### config.mk
export PLATFORM = sky130hd
export DESIGN_NAME = cpu_sram_arbiter
export DESIGN_NICKNAME = d
export VERILOG_FILES = /design/src/rtl/cpu_defs.sv /design/src/rtl/cpu_sram_arbiter.sv
export SDC_FILE = /design/constraint.sdc
export NUM_CORES = 1
export LEC_CHECK = 0
export ABC_AREA = 1
export BUFFER_PORTS_ARGS = -buffer_cell sky130_fd_sc_hd__buf_2
export CORE_AREA = 2 2 106 108
export CTS_BUF_LIST = sky130_fd_sc_hd__clkbuf_16
export DETAILED_ROUTE_END_ITERATION = 6
export DIE_AREA = 0 0 108 110
export HOLD_SLACK_MARGIN = 0.08
export PLACE_DENSITY = 0.47
export SYNTH_ARGS = -nofsm -noshare
export SYNTH_HDL_FRONTEND = slang
export SYNTH_SLANG_ARGS = --single-unit
export TNS_END_PERCENT = 50
### constraint.sdc
create_clock -name aclk -period 2.6 [get_ports aclk]
set_input_delay 0.78 -clock aclk [delete_from_list [all_inputs] [get_ports aclk]]
set_output_delay 0.78 -clock aclk [all_outputs]
set_load 0.05 [all_outputs]
### src/rtl/cpu_defs.sv
// Shared encodings for the CPU-side SRAM-like arbitration logic:
// requester ownership, transfer sizes and arbiter state.
package cpu_defs;

    typedef enum logic {
        OWN_INST = 1'b0,
        OWN_DATA = 1'b1
    } owner_t;

    typedef enum logic {
        S_IDLE = 1'b0,
        S_WAIT = 1'b1
    } state_t;

    localparam logic [1:0] SZ_BYTE = 2'd0;
    localparam logic [1:0] SZ_HALF = 2'd1;
    localparam logic [1:0] SZ_WORD = 2'd2;

endpackage

### src/rtl/cpu_sram_arbiter.sv
// Shares one SRAM-like master port between the fetch and load/store requesters,
// one transaction at a time, and raises the pipeline stall requests.
module cpu_sram_arbiter
    import cpu_defs::*;
#(
    parameter int STARVE_LIMIT = 4
) (
    input  logic        aclk,
    input  logic        aresetn,
    input  logic        inst_req,
    input  logic [31:0] inst_addr,
    output logic        inst_addr_ok,
    output logic        inst_data_ok,
    output logic [31:0] inst_rdata,
    input  logic        data_req,
    input  logic        data_wr,
    input  logic [1:0]  data_size,
    input  logic [31:0] data_addr,
    input  logic [31:0] data_wdata,
    output logic        data_addr_ok,
    output logic        data_data_ok,
    output logic [31:0] data_rdata,
    output logic        m_req,
    output logic        m_wr,
    output logic [1:0]  m_size,
    output logic [31:0] m_addr,
    output logic [31:0] m_wdata,
    input  logic        m_addr_ok,
    input  logic        m_data_ok,
    input  logic [31:0] m_rdata,
    output logic        stallreq_from_if,
    output logic        stallreq_from_mem
);

    localparam logic [2:0] LIMIT = 3'(STARVE_LIMIT);

    state_t     state_reg;
    owner_t     owner_reg;
    logic [2:0] starve_cnt_reg;
    logic       inst_out_reg;
    logic       data_out_reg;

    logic grant_data;
    logic grant_inst;
    logic accept;

    // Data wins ties unless inst has been passed over LIMIT times in a row.
    always_comb begin
        grant_data = data_req & (~inst_req | (starve_cnt_reg != LIMIT));
        grant_inst = inst_req & ~grant_data;
        accept     = (state_reg == S_IDLE) & (grant_inst | grant_data) & m_addr_ok;
    end

    // Outputs are gated by aresetn so they drop the moment reset asserts.
    always_comb begin
        m_req             = 1'b0;
        m_wr              = 1'b0;
        m_size            = SZ_BYTE;
        m_addr            = 32'd0;
        m_wdata           = 32'd0;
        inst_addr_ok      = 1'b0;
        data_addr_ok      = 1'b0;
        inst_data_ok      = 1'b0;
        inst_rdata        = 32'd0;
        data_data_ok      = 1'b0;
        data_rdata        = 32'd0;
        stallreq_from_if  = 1'b0;
        stallreq_from_mem = 1'b0;
        if (aresetn) begin
            if (state_reg == S_IDLE) begin
                m_req = grant_inst | grant_data;
                if (grant_data) begin
                    m_wr    = data_wr;
                    m_size  = data_size;
                    m_addr  = data_addr;
                    m_wdata = data_wdata;
                end else if (grant_inst) begin
                    m_size  = SZ_WORD;
                    m_addr  = inst_addr;
                end
                inst_addr_ok = grant_inst & m_addr_ok;
                data_addr_ok = grant_data & m_addr_ok;
            end else if (m_data_ok) begin
                if (owner_reg == OWN_DATA) begin
                    data_data_ok = 1'b1;
                    data_rdata   = m_rdata;
                end else begin
                    inst_data_ok = 1'b1;
                    inst_rdata   = m_rdata;
                end
            end
            stallreq_from_if  = (inst_req & ~inst_addr_ok) | (inst_out_reg & ~inst_data_ok);
            stallreq_from_mem = (data_req & ~data_addr_ok) | (data_out_reg & ~data_data_ok);
        end
    end

    always_ff @(posedge aclk or negedge aresetn) begin
        if (!aresetn) begin
            state_reg      <= S_IDLE;
            owner_reg      <= OWN_INST;
            starve_cnt_reg <= 3'd0;
            inst_out_reg   <= 1'b0;
            data_out_reg   <= 1'b0;
        end else if (state_reg == S_IDLE) begin
            // A response seen here has no owner and is dropped.
            if (accept) begin
                state_reg <= S_WAIT;
                if (grant_data) begin
                    owner_reg    <= OWN_DATA;
                    data_out_reg <= 1'b1;
                    if (inst_req && starve_cnt_reg != LIMIT)
                        starve_cnt_reg <= starve_cnt_reg + 3'd1;
                end else begin
                    owner_reg      <= OWN_INST;
                    inst_out_reg   <= 1'b1;
                    starve_cnt_reg <= 3'd0;
                end
            end
        end else if (m_data_ok) begin
            state_reg <= S_IDLE;
            if (owner_reg == OWN_DATA)
                data_out_reg <= 1'b0;
            else
                inst_out_reg <= 1'b0;
        end
    end

endmodule

* After elaboration in Yosys (flattened, before gate mapping)
Index checks and enable logic that the tools add are counted.
** Operators by class
- Shift-type cells :: 0
- Equality and inequality tests :: 6
- $lt $le $gt $ge :: 0
- Multipliers :: 0
- $add $sub $neg :: 1
- Reduce and logical (&&, ||, !) cells :: 7
- Div/mod/pow operators :: 0
- Muxes and demuxes :: 58
- Bitwise operators :: 21
** Operators with widths (number)
- 2-to-1 mux 32 bit :: 15
- 2-to-1 mux 1 bit :: 37
- AND 1 bit :: 10
- 2-to-1 mux 2 bit :: 4
- AND reduction 4 bit :: 2
- NOT 1 bit :: 7
- 2-to-1 mux 3 bit :: 2
- inequality test 2 bit, second input constant :: 3
- inequality test 2 x 1 -> 1 bit, second input constant :: 2
- bitwise OR 1 bit :: 4
- nonzero test 2 bit :: 2
- adder 3 x 1 -> 3 bit, second input constant :: 1
- inequality test 3 bit, second input constant :: 1
- AND reduction 3 bit :: 1
- AND reduction 2 bit :: 1
- logical AND 1 bit :: 1
** Word-level totals
- Input port bits :: 137
- Logic and storage cells :: 98
- Memories kept :: 0
- Bits in writable memories :: 0
- Bits in registers :: 7
- Bits in latches :: 0
- ROM bits :: 0

* Depth between registers and ports, before layout
- Word-level depth :: 12
- Gate-level depth with buffers :: 8

* Worst setup path before layout
No wires, ideal clock.
- Path type :: input -> output
- Start point :: input port m_data_ok
- End point :: output port data_rdata[10]
- Stages :: 5
- Path buffers :: 1
- Arrival time :: 2619 ps
- Setup slack :: -799 ps
- Required time :: 1820 ps
- Cells stage by stage :: nand3_1 nor2_1 inv_1 buf_2 nor2_1
** Between the ends
- Longest elaborated chain between the ends :: 3
** Ends and longest elaborated chain
- from (decl) :: RTL line cpu_sram_arbiter.sv:29 : input logic m_data_ok,
- 2-to-1 mux 32 bit :: RTL line cpu_sram_arbiter.sv:83 : end else if (m_data_ok) begin
- 2-to-1 mux 32 bit :: RTL line cpu_sram_arbiter.sv:70 : if (state_reg == S_IDLE) begin
- 2-to-1 mux 32 bit :: RTL line cpu_sram_arbiter.sv:69 : if (aresetn) begin
- to (decl) :: RTL line cpu_sram_arbiter.sv:22 : output logic [31:0] data_rdata,
Every way passes these cells.

* Worst setup path after layout
- Start point :: input port inst_req
- End point :: output port m_addr[18]
** Between the ends
- Longest elaborated chain between the ends :: 9
** Ends and longest elaborated chain
- from (decl) :: RTL line cpu_sram_arbiter.sv:10 : input logic inst_req,
- NOT 1 bit :: RTL line cpu_sram_arbiter.sv:49 : grant_data = data_req & (~inst_req | (starve_cnt_reg != LIMIT));
- bitwise OR 1 bit :: RTL line cpu_sram_arbiter.sv:49
- AND 1 bit :: RTL line cpu_sram_arbiter.sv:49
- NOT 1 bit :: RTL line cpu_sram_arbiter.sv:50 : grant_inst = inst_req & ~grant_data;
- AND 1 bit :: RTL line cpu_sram_arbiter.sv:50
- 2-to-1 mux 32 bit :: RTL line cpu_sram_arbiter.sv:77 : end else if (grant_inst) begin
- 2-to-1 mux 32 bit * :: RTL line cpu_sram_arbiter.sv:72 : if (grant_data) begin
- 2-to-1 mux 32 bit * :: RTL line cpu_sram_arbiter.sv:70
- 2-to-1 mux 32 bit * :: RTL line cpu_sram_arbiter.sv:69
- to (decl) :: RTL line cpu_sram_arbiter.sv:26 : output logic [31:0] m_addr,
Every way passes the cells marked *; elsewhere a longest branch is shown, timed or not.

==> metrics <==
synthesized area per cell=5.30 sq um; Gate power share=72.8%; Final setup viols=18; Psw=0.802 mW; Via-to-Cell Ratio=4.24; placed cells=736; Slowest-stage cell, CP=buf_4; hold endpoint=data_out_reg; final setup margin=-0.0392 ns; first-pass iteration count of the detailed router=4; first-pass GRT wire length=13600 um; Yosys cell types=21; Slew headroom=82.0%; synth top area cells=nand2_1 (18%), nor2_1 (17%), nor3b_1 (15%), dfrtp_1 (10%), inv_1 (9.6%); Tcrit/Tclk final=102%; fin nets=747; Cell Area, Placed=3740 sq um; final instance area=4560 sq um; switching fraction of total power=51.3%; layout cell share with drive strength beyond 1=67.9%; HP Start=data_out_reg; worst hold path type=flop to flop; via count=3165; Clock Skew=0.00248 ns; RSZ-0062 raised after global routing=yes; crit-path max FO=8; commonest non-fill, non-tap cell in the layout=buf_2; Peak supply drop=0.203 mV; Clk pin slew, worst setup/hold paths=0.04 ns; # IOs=275; slowest stage delay, CP=0.22 ns; MaxCap Viol Count=0; P_int=0.762 mW; Die Y=110 um; WP buf/inv=4; max reg flops=3; fillers=1107; worst-case reg-to-reg path depth=8; r2r setup slk=1.21 ns; DIE WIDTH=108 um; static leakage=2.39 nW; status=finished, violations left; synth warn=0; Clk Latency, worst-skew pair=0.24 ns; WL/cell=13.7 um; antenna violations before repair=0; Area Growth Syn to Fin=171%; via count of the first global-routing pass=2841; total gr overflow=0; CTS Hold Bufs=0; sequential share of the synthesized area=10.4%; Residual DRC=0; critical path cell sequence=buf_6, nand3_4, a21oi_4, buf_12, buf_6, nand2_1, a21oi_1, buf_4; CTS max path bufs=2; clock root buffer=clkbuf_16; largest net degree at the start of global routing=35; Register Area=175 sq um; reg-to-reg endpoint=inst_out_reg; Synth Register Bits=7; Initial Util=15.7%; Setup CP Type=primary input to primary output; max-slew violations=0; most used cell along the critical path=buf_6; Post-DRT Antenna Nets=0; WP data required=1.82 ns; failing checks=setup timing; H-tree levels=1; crit-path leading delay family=buffers and inverters; R2R Path Start=starve_cnt_reg[0]; post-route insts no fill=747; detailed-placement wirelength estimate=8280 um; P per Cell Area=343 nW/um^2; Arrival @ worst endpoint=1.86 ns; core box area=10700 sq um; FMAX=379 MHz; Final Hold Viols=0; top cell type's share of synthesized area=18.5%; CTS Sinks=7; multi-input logic area=1690 sq um; initial detailed-routing violation count=154; Min Clock Period, post-route=2.64 ns; most frequent cells in the layout=buf_2 (157), nand2_1 (67), buf_4 (51), clkbuf_4 (49), inv_1 (41); Syn Nets=457; Seq pwr share=10.3%; Site Rows=38; Synth area leader=nand2_1; Post-Synthesis Cell Area=1680 sq um; GPL Wtd Cong=0.815; WL final=10200 um; die area=11900 sq um; Clock power frac=16.9%; CP Launch Type=primary input; IO Port Bufs=274; n_diodes=0; total CTS buffers=3; hold depth=2; Tot GR Track Use=14.4%; Syn Inst Count=318; CTS tree=built; Worst setup EP type=primary output; Worst-Margin Slew=0.268 ns
## cell type report
type                    instances  area share [%]
clock buffers                   3            1.65
clock inverters                 1          0.0824
inverters                      44            3.68
multi-input cells             245            37.0
flip-flops and latches          7            3.85
well taps                     140            3.85
repair buffers                307            49.9
## worst reg2reg max path: stages, from the launching register on
cell and delay [ns]:
dfrtp_1 0.38, inv_2 0.09, ha_4 0.14, nand3_4 0.09, a21oi_4 0.19, buf_12 0.15
buf_6 0.15, nand2_1 0.08, nand2_1 0.06
## stage by stage
stage | setup WS [ns] | total power, mW | TNS (ns) | utilization, % | hold slack [ns]
finish | -0.0392 | 1.56 | -0.268 | 42.6 | 0.466
global route | -0.0827 | 1.65 | -1.57 | 42.6 | 0.496
CTS | -0.00713 | 1.44 | -0.0136 | 36.9 | 0.469
detailed placement | -0.0929 | 1.14 | -0.567 | 35.0 | 0.459
global placement | -0.0880 | 1.14 | -0.335 | 35.0 | 0.460
floorplan | -0.489 | 0.814 | -21.28 | - | 0.442
## power by group through the flow
stage	combinational (mW)	sequential [mW]	clock [mW]
after floorplan	0.659	0.155	0
after global placement	0.975	0.160	0
after detailed placement	0.979	0.161	0
after CTS	1.01	0.159	0.272
after global routing	1.21	0.165	0.273
final	1.14	0.161	0.264
## cells by family (layout without fill, tap and decap cells)
family / after synthesis / count (layout) / synth area share (%)
flops: 7 / 7 / 10.4
buf+inv: 66 / 355 / 17.8
fa+ha+maj: 2 / 2 / 1.49
compound gates: 42 / 42 / 16.0
simple gates: 201 / 201 / 54.3
## worst max path at each step
| stage | start | end | slack, ns | depth (start not counted) |
|---|---|---|---|---|
| final | inst_req | m_addr[18] | -0.04 | 8 |
| after detailed placement | inst_req | m_addr[25] | -0.09 | 7 |
| after global routing | starve_cnt_reg[0] | m_addr[18] | -0.08 | 9 |
| after global placement | inst_req | m_addr[25] | -0.09 | 7 |
| after CTS | starve_cnt_reg[0] | m_addr[25] | -0.007 | 8 |
| after floorplan | inst_req | m_size[0] | -0.49 | 4 |
## synth_stat cells
| master | n |
|---|---|
| buf_6 | 4 |
| clkbuf_1 | 8 |
| inv_1 | 43 |
| nor2_1 | 75 |
| nand3_1 | 5 |
| a21oi_2 | 13 |
| dfrtp_1 | 7 |
| nand2_1 | 83 |
| nand3_4 | 1 |
| inv_2 | 1 |
| a21oi_4 | 1 |
| buf_4 | 4 |
| nand4_1 | 1 |
| or2_2 | 1 |
| buf_2 | 5 |
| ha_1 | 2 |
| nand2_4 | 1 |
| nor3b_1 | 34 |
| o21ai_0 | 4 |
| a21oi_1 | 24 |
| buf_1 | 1 |
## per-layer routing
layer / up-vias / global-route usage (%) / routed length [um]
met5: - / 0 / 0
met4: 0 / 3.11 / 201
met3: 17 / 3.88 / 1110
met2: 191 / 29.5 / 5520
met1: 1401 / 14.3 / 3380
li1: 1556 / - / -
## repair_timing
action,4_1_cts,5_1_grt
gates resized for setup,45,182
setup buffers,0,2
setup endpoints to repair,41,122
cloned,0,5
pin swaps,0,16
Note: power is estimated with default switching activity, not from simulation.
